**config.mk**
```make
export PLATFORM = sky130hd
export DESIGN_NAME = decode_stage_hz
export DESIGN_NICKNAME = d
export VERILOG_FILES = /design/src/rtl/decode_stage_hz.sv
export SDC_FILE = /design/constraint.sdc
export NUM_CORES = 2
export LEC_CHECK = 0
export ABC_CLOCK_PERIOD_IN_PS = 11700
export BUFFER_PORTS_ARGS = -buffer_cell sky130_fd_sc_hd__buf_2
export CELL_PAD_IN_SITES_DETAIL_PLACEMENT = 1
export CELL_PAD_IN_SITES_GLOBAL_PLACEMENT = 2
export CORE_AREA = 2 2 299 449
export CTS_CLUSTER_DIAMETER = 100
export DETAILED_ROUTE_END_ITERATION = 12
export DIE_AREA = 0 0 301 451
export PLACE_DENSITY = 0.95
export RECOVER_POWER = 100
export SYNTH_ARGS = -nofsm -noshare
export SYNTH_HDL_FRONTEND = slang
export SYNTH_SLANG_ARGS = --single-unit
```
**constraint.sdc**
```tcl
create_clock -name clk_i -period 11.7 [get_ports clk_i]
set_input_delay 1.17 -clock clk_i [delete_from_list [all_inputs] [get_ports clk_i]]
set_output_delay 1.17 -clock clk_i [all_outputs]
set_load 0.05 [all_outputs]
```
**src/rtl/decode_stage_hz.sv**
```systemverilog
// -----------------------------------------------------------------------------
// decode_stage_hz
//   Instruction decode stage. Holds the IF/ID pipeline register (stall/flush),
//   the register file with optional same-cycle write-back bypass, branch-operand
//   forwarding from M and WB, load-use / branch hazard detection and beq/bne
//   resolution in ID.
//
// Ports
//   clk_i, rst_ni                 clock, async active-low reset
//   instr_if, pc_plus4_if,        fetch-side instruction, PC+4, valid
//   valid_if
//   flush_i                       external IF/ID flush (exception/redirect)
//   branch_i, branch_ne_i         control-unit branch decode of ID instruction
//   ex_*, m_*                     downstream destination/writeback/load flags
//   alu_out_im                    M-stage ALU result (branch forwarding)
//   wb_dst_i, wb_regwrite_i,      register-file write port
//   res_iwb
//   op_o, funct_o, rs_o, rt_o,    decoded instruction fields
//   rd_o
//   rd1_o, rd2_o                  register read data for rs/rt
//   sign_imm_o, se_shamt_o        sign-extended immediate / shift amount
//   pc_branch_o                   branch target
//   branch_taken_o                branch resolved taken this cycle
//   stall_o                       hold PC and IF/ID, bubble into EX
//   valid_o                       ID instruction valid and not stalled
// -----------------------------------------------------------------------------
module decode_stage_hz #(
    parameter int XLEN      = 32,
    parameter int NREGS     = 32,
    parameter bit BYPASS_WB = 1'b1,
    localparam int AW       = $clog2(NREGS)
) (
    input  logic            clk_i,
    input  logic            rst_ni,
    input  logic [31:0]     instr_if,
    input  logic [XLEN-1:0] pc_plus4_if,
    input  logic            valid_if,
    input  logic            flush_i,
    input  logic            branch_i,
    input  logic            branch_ne_i,
    input  logic [AW-1:0]   ex_dst_i,
    input  logic            ex_regwrite_i,
    input  logic            ex_memtoreg_i,
    input  logic [AW-1:0]   m_dst_i,
    input  logic            m_regwrite_i,
    input  logic            m_memtoreg_i,
    input  logic [XLEN-1:0] alu_out_im,
    input  logic [AW-1:0]   wb_dst_i,
    input  logic            wb_regwrite_i,
    input  logic [XLEN-1:0] res_iwb,
    output logic [5:0]      op_o,
    output logic [5:0]      funct_o,
    output logic [AW-1:0]   rs_o,
    output logic [AW-1:0]   rt_o,
    output logic [AW-1:0]   rd_o,
    output logic [XLEN-1:0] rd1_o,
    output logic [XLEN-1:0] rd2_o,
    output logic [XLEN-1:0] sign_imm_o,
    output logic [XLEN-1:0] se_shamt_o,
    output logic [XLEN-1:0] pc_branch_o,
    output logic            branch_taken_o,
    output logic            stall_o,
    output logic            valid_o
);

    logic [31:0]     instr_q;
    logic [XLEN-1:0] pc4_q;
    logic            valid_q;
    logic [XLEN-1:0] rf_q [NREGS];

    logic            flush_ifid;
    logic            wb_wr;
    logic            ex_hit;
    logic            m_hit;
    logic            lw_stall;
    logic            br_stall;
    logic            eq;
    logic [XLEN-1:0] fwd_a;
    logic [XLEN-1:0] fwd_b;

    // A taken branch squashes the wrong-path instruction fetched behind it.
    assign flush_ifid = flush_i | branch_taken_o;

    // IF/ID register: flush beats stall, stall beats load.
    always_ff @(posedge clk_i or negedge rst_ni) begin
        if (!rst_ni) begin
            instr_q <= '0;
            pc4_q   <= '0;
            valid_q <= 1'b0;
        end else if (flush_ifid) begin
            instr_q <= '0;
            valid_q <= 1'b0;
        end else if (!stall_o) begin
            instr_q <= instr_if;
            pc4_q   <= pc_plus4_if;
            valid_q <= valid_if;
        end
    end

    assign wb_wr = wb_regwrite_i && (wb_dst_i != '0);

    // r0 is never written so it stays at its reset value of zero.
    always_ff @(posedge clk_i or negedge rst_ni) begin
        if (!rst_ni) begin
            for (int i = 0; i < NREGS; i++) begin
                rf_q[i] <= '0;
            end
        end else if (wb_wr) begin
            rf_q[wb_dst_i] <= res_iwb;
        end
    end

    assign op_o    = instr_q[31:26];
    assign funct_o = instr_q[5:0];
    assign rs_o    = instr_q[21 +: AW];
    assign rt_o    = instr_q[16 +: AW];
    assign rd_o    = instr_q[11 +: AW];

    assign sign_imm_o  = XLEN'($signed(instr_q[15:0]));
    assign se_shamt_o  = XLEN'($signed(instr_q[10:6]));
    assign pc_branch_o = pc4_q + (sign_imm_o << 2);

    // Read ports return zero for r0 and while the ID slot holds a bubble.
    always_comb begin
        rd1_o = '0;
        if (valid_q && (rs_o != '0)) begin
            if (BYPASS_WB && wb_wr && (wb_dst_i == rs_o)) rd1_o = res_iwb;
            else                                          rd1_o = rf_q[rs_o];
        end
    end

    always_comb begin
        rd2_o = '0;
        if (valid_q && (rt_o != '0)) begin
            if (BYPASS_WB && wb_wr && (wb_dst_i == rt_o)) rd2_o = res_iwb;
            else                                          rd2_o = rf_q[rt_o];
        end
    end

    // Branch comparator operands. A load in M has no data yet, so it is not
    // a forwarding source; the hazard unit stalls on it instead.
    always_comb begin
        fwd_a = rd1_o;
        if (rs_o != '0) begin
            if (m_regwrite_i && !m_memtoreg_i && (m_dst_i == rs_o)) fwd_a = alu_out_im;
            else if (wb_regwrite_i && (wb_dst_i == rs_o))         fwd_a = res_iwb;
        end
    end

    always_comb begin
        fwd_b = rd2_o;
        if (rt_o != '0) begin
            if (m_regwrite_i && !m_memtoreg_i && (m_dst_i == rt_o)) fwd_b = alu_out_im;
            else if (wb_regwrite_i && (wb_dst_i == rt_o))         fwd_b = res_iwb;
        end
    end

    assign ex_hit = (ex_dst_i != '0) && ((ex_dst_i == rs_o) || (ex_dst_i == rt_o));
    assign m_hit  = (m_dst_i  != '0) && ((m_dst_i  == rs_o) || (m_dst_i  == rt_o));

    assign lw_stall = ex_memtoreg_i && ex_hit;
    assign br_stall = branch_i && ((ex_regwrite_i && ex_hit) || (m_memtoreg_i && m_hit));
    assign stall_o  = valid_q && (lw_stall || br_stall);

    assign eq             = (fwd_a == fwd_b);
    assign branch_taken_o = valid_q && branch_i && !stall_o && (branch_ne_i ? !eq : eq);
    assign valid_o        = valid_q && !stall_o;

endmodule
```
Word level (Yosys, flattened, before mapping)
Cells that the tools add are included.
{"block": "word_totals", "register_bits": 1089, "output_inout_bits": 190, "in_bits": 154}
{"block": "op_classes", "n_eq_ne": 8, "muxes": 24, "reduce_logical": 35, "order_cmp": 4, "n_bitwise": 6, "add_sub_neg": 1}
{"cell": "bitwise mux 1024 bit", "n": 1}
{"cell": "two-way mux 32 bit", "n": 17}
{"cell": "binary-select mux 32 bit (select 5 bit)", "n": 2}
{"cell": "demux 32 bit (select 5 bit)", "n": 1}
{"cell": "adder 32 bit", "n": 1}
{"cell": "equality test 32 bit", "n": 1}
{"cell": "equality test 5 bit", "n": 6}
{"cell": "nonzero test 5 bit", "n": 5}
{"cell": "logical AND 1 bit", "n": 22}
{"cell": ">= comparator 6 bit (second input constant)", "n": 3}
{"cell": "NOT 5 -> 6 bit", "n": 3}
{"cell": "less-than comparator 6 x 1 -> 1 bit (second input constant)", "n": 1}
{"cell": "logical OR 1 bit", "n": 4}
{"cell": "zero test 1 bit", "n": 3}
{"cell": "two-way mux 1 bit", "n": 3}
{"cell": "!= test 2 x 1 -> 1 bit (second input constant)", "n": 1}
{"cell": "NOT 1 bit", "n": 2}
{"cell": "AND reduction 2 bit", "n": 1}
{"cell": "OR 1 bit", "n": 1}

Depth between registers and ports, before layout
{"block": "logic_depth", "ltp_word": 16, "mapped_depth": 20, "mapped_depth_nobuf": 15}

Least setup slack after synthesis
OpenSTA, ideal clock, no wires.
{"block": "synth_timing", "path_kind": "register to output", "from": "reg instr_q[23]", "to": "out branch_taken_o", "stages_incl_launch_ff": 18, "required_ns": 10.530, "arrival_time_ns": 4.544, "path_buffers": 6, "slack_ns": 5.986, "cell_sequence": "dfrtp_1 > buf_2 > buf_2 > buf_2 > clkbuf_1 > buf_1 > mux4_2 > a221oi_1 > nand3_1 > a221oi_1 > inv_1 > o21ai_0 > a22oi_1 > nor4_1 > nand3_1 > o21a_2 > buf_2 > inv_1"}
{"block": "synth_via", "elab_chain_cells": 13, "word_cells_on_any_way": 34}
{"item": "start, declared", "line_no": "66", "source": "logic [31:0] instr_q;"}
{"item": "start signal, assigned", "line_no": "94", "source": "instr_q <= instr_if;"}
{"item": "NOT 5 -> 6 bit (implied by the code)", "line_no": "128", "source": "else rd1_o = rf_q[rs_o];"}
{"item": "binary-select mux 32 bit (select 5 bit)", "line_no": "128"}
{"item": "two-way mux 32 bit (implied by the code) (2 in a row)", "line_no": "128"}
{"item": "two-way mux 32 bit", "line_no": "127", "source": "if (BYPASS_WB && wb_wr && (wb_dst_i == rs_o)) rd1_o = res_iwb;"}
{"item": "two-way mux 32 bit", "line_no": "126", "source": "if (valid_q && (rs_o != '0)) begin"}
{"item": "two-way mux 32 bit", "line_no": "146", "source": "else if (wb_regwrite_i && (wb_dst_i == rs_o)) fwd_a = res_iwb;"}
{"item": "two-way mux 32 bit", "line_no": "145", "source": "if (m_regwrite_i && !m_memtoreg_i && (m_dst_i == rs_o)) fwd_a = alu_out_im;"}
{"item": "two-way mux 32 bit", "line_no": "144", "source": "if (rs_o != '0) begin"}
{"item": "equality test 32 bit", "line_no": "165", "source": "assign eq = (fwd_a == fwd_b);"}
{"item": "zero test 1 bit", "line_no": "166", "source": "assign branch_taken_o = valid_q && branch_i && !stall_o && (branch_ne_i ? !eq : eq);"}
{"item": "two-way mux 1 bit", "line_no": "166"}
{"item": "logical AND 1 bit *", "line_no": "166"}
{"item": "end, declared", "line_no": "61", "source": "output logic branch_taken_o,"}
Every way passes the cells marked *; elsewhere a longest branch is shown, timed or not. The select of a mux whose other input is x is not followed.

Worst setup path in the final report
Ends and elaborated chain as after synthesis.

==> flow_summary_export.csv <==
group,metric,value,unit
job,drv_cap,70,
setup_path,critPathArrivalTime,8.99,ns
synth,synth_xor_area_frac,0.009797,
layout,fill_cells,13529,
timing,finalCritPeriodShare,0.8686,
clocking,cts_sinks,1089,
placement,port_buffers,343,
route,vias,49940,
die,core-area,132400,um^2
placement,dp_slack,4.244,ns
clocking,hold_buffers,0,
die,rows,164,
route,route.detailed.drc,0,
clocking,clockBufferDepth,3,
outcome,outcome,"finished, violations left",
layout,synthToLayoutAreaGrowth,9.221,%
grt,grt_pass1_wl,385300,um
grt,grt_overflow,0,
pwr,p_leak,28.27,nW
grt,met1_usage,0.4538,
route,drt-initial-drc-count,5838,
outcome,violations,"capacitance limit, slew limit",
route,dr.pass1.iters,7,
pwr,pwr_density_cell,175.8,nW/um^2
synth,synth-adder-area-share,0.006207,
layout,layout-drive-gt1-share,0.3207,
grt,grt_use_total,0.3976,
die,start_util,0.4661,
synth,synth-edff-count,0,
synth,synth-seq-cells,1089,
synth,synthFlopType,"dfrtp_1",
synth,synth_nets,5173,
timing,slew_headroom,-3.119,
pwr,ir_drop,0.0001508,V
route,wl_per_cell,39.71,um
timing,finalSetupViolCount,0,
synth,syn_inst,4989,
setup_path,required,10.53,ns
clocking,cts.htree.levels,3,
synth,synth_area_leaders,"dfrtp_1 (44%), mux2_2 (15%), mux4_2 (13%), mux2i_1 (5.3%), a22oi_1 (2.2%)",
route,vias_per_cell,7.281,
grt,grt_util_met2,0.5993,
synth,avgSynthCellArea,12.36,um^2
timing,timing.final.ws_setup,1.537,ns
synth,synth_top_family_by_area,"multiplexers",
synth,syn-cell-area,61690,um^2
layout,fin_area,67370,um^2
timing,max_freq,0.09839,GHz
grt,antenna_found_initial,34,
die,fp.dieH,451,um
route,drt_wl_total,272300,um
die,fp.dieArea,135800,um^2
synth,synth_compound_area_frac,0.09266,
timing,tightest_slew,6.179,ns
layout,nets,5194,
placement,dpl.hpwl,176800,um
die,pin_count,344,
synth,yosysUniqueCellTypes,80,
clocking,clk_pin_slew,0.07,ns
setup_path,worstSetupPathType,"reg -> out",
hold_path,hold_path_class,"reg -> reg",
layout,final_cell_mix,"dfrtp_1 (1085), mux2_2 (787), mux4_2 (362), mux2i_1 (325), nand2_1 (308)",
timing,hold_viol_final,0,
clocking,tritoncts,"yes",
layout,fin_util,0.5090,
synth,async_reset_ff_frac,1.000,
setup_path,path_max_fanout,75,
synth,synth_top_cell_area_share,0.4418,
grt,grt.busiest_layer,"met2",
clocking,cts_setup_buffers,0,
synth,synth_area_leader_cell,"dfrtp_1",
grt,grt_pass1_vias,52522,
clocking,cts_root_buf,"clkbuf_16",
placement,place_congestion,1.008,
synth,yosys_warnings,0,
timing,period_needed,10.16,ns
route,antenna_left,0,
pwr,power,11.84,mW
clocking,clkLatencyLatePin,0.80,ns
timing,drv_slew,1973,
timing,tns,0,ns
grt,grt.met3_usage,0.1243,
clocking,cts_buffers,107,
timing,finClkSkew,0.03276,ns
die,fp.dieW,301,um
layout,mostFrequentLayoutCell,"dfrtp_1",
setup_path,startpoint_type,"register",
clocking,post_cts_resized,0,
synth,synthSimpleGateAreaFrac,0.06270,
timing,rsz0062_at_grt,"false",
setup_path,end_kind,"output pin",
synth,synthMuxAreaShare,0.3401,
synth,yosysSeqAreaShare,0.4418,
grt,grt_max_degree,172,
placement,placed_cell_area,64330,um^2
## power by group
| part | internal [mW] | switching, mW |
|---|---|---|
| logic | 1.31 | 1.71 |
| clock network | 2.07 | 1.64 |
| registers | 4.46 | 0.667 |
## sequential cells by signal, indices dropped and copies added, names as in the netlist
signal and cells:
pc4_q 32, instr_q 32, rf_q 1024, valid_q 1
## kinds of logic after synthesis
logic type,count (synthesis)
and+or+nand+nor,814
muxes,1527
xor gates and xnor gates,69
adders and majority gates,30
AOI/OAI and AO/OA,846
DFF,1089
buffers and inverters,614
## critical path, stage by stage, from the launching register on
cell and delay, ns:
dfrtp_1 1.03, clkbuf_1 1.94, buf_12 0.43, and2_1 0.51, buf_4 0.48, a22o_1 0.21, o31ai_1 0.08, nor3_1 0.65
o221ai_1 0.34, xor2_1 0.23, o22ai_1 0.19, o21ai_0 0.15, nor4_1 0.60, nand3_1 0.27, o21a_2 0.22, buf_4 0.24
inv_1 0.09, buf_2 0.26
## routing by layer
layer / up-vias / share of wire
li1: 18818 / -
met1: 25897 / 0.34
met2: 3785 / 0.45
met3: 1418 / 0.11
met4: 22 / 0.10
met5: - / 0.00044
## metrics by stage
| step | std cells | hold slack, ns |
|---|---|---|
| finish | 6859 | 0.4038 |
| floorplan | 4989 | 0.4413 |
| global placement | 6644 | 0.3779 |
| global route | 6844 | 0.4121 |
| detailed placement | 6644 | 0.3865 |
| CTS | 6838 | 0.4012 |
## cells in the mapped netlist, drive strengths merged (27+ instances only)
cell    instances
dfrtp        1089
mux2          840
mux4          362
clkbuf        348
mux2i         325
nand2         309
o21ai         242
buf           216
a22oi         183
nor2          154
nand3          97
a21oi          82
nor3           60
o22ai          58
xnor2          52
inv            47
a211oi         46
a221oi         33
and3           33
ha             29
a22o           28
a31oi          27
a32o           27
## final cells by class
cell class | instances | area, um^2 | area share
multi-input cells | 3286 | 31560 | 0.4685
flip-flops and latches | 1089 | 27260 | 0.4046
clock buffers | 156 | 3142 | 0.04663
repair buffers | 476 | 2464 | 0.03657
well taps | 1743 | 2181 | 0.03237
clock inverters | 38 | 523.0 | 0.007763
inverters | 50 | 187.7 | 0.002786
diodes | 21 | 52.55 | 0.0007800
## worst paths after layout
path | start | endpoint | slack, ns | cells past startpoint
worst max-delay path | instr_q[23] | branch_taken_o | 1.54 | 17
worst min-delay path | rf_q[1017] | rf_q[1017] | 0.40 | 0
worst max register to register | instr_q[23] | pc4_q[2] | 3.04 | 16
worst min register to register | rf_q[1017] | rf_q[1017] | 0.40 | 0
max in group asynchronous | rst_ni | pc4_q[1] | 2.78 | 3
min in group asynchronous | rst_ni | rf_q[906] | 2.70 | 1
Power figures use the tool's default switching activity.
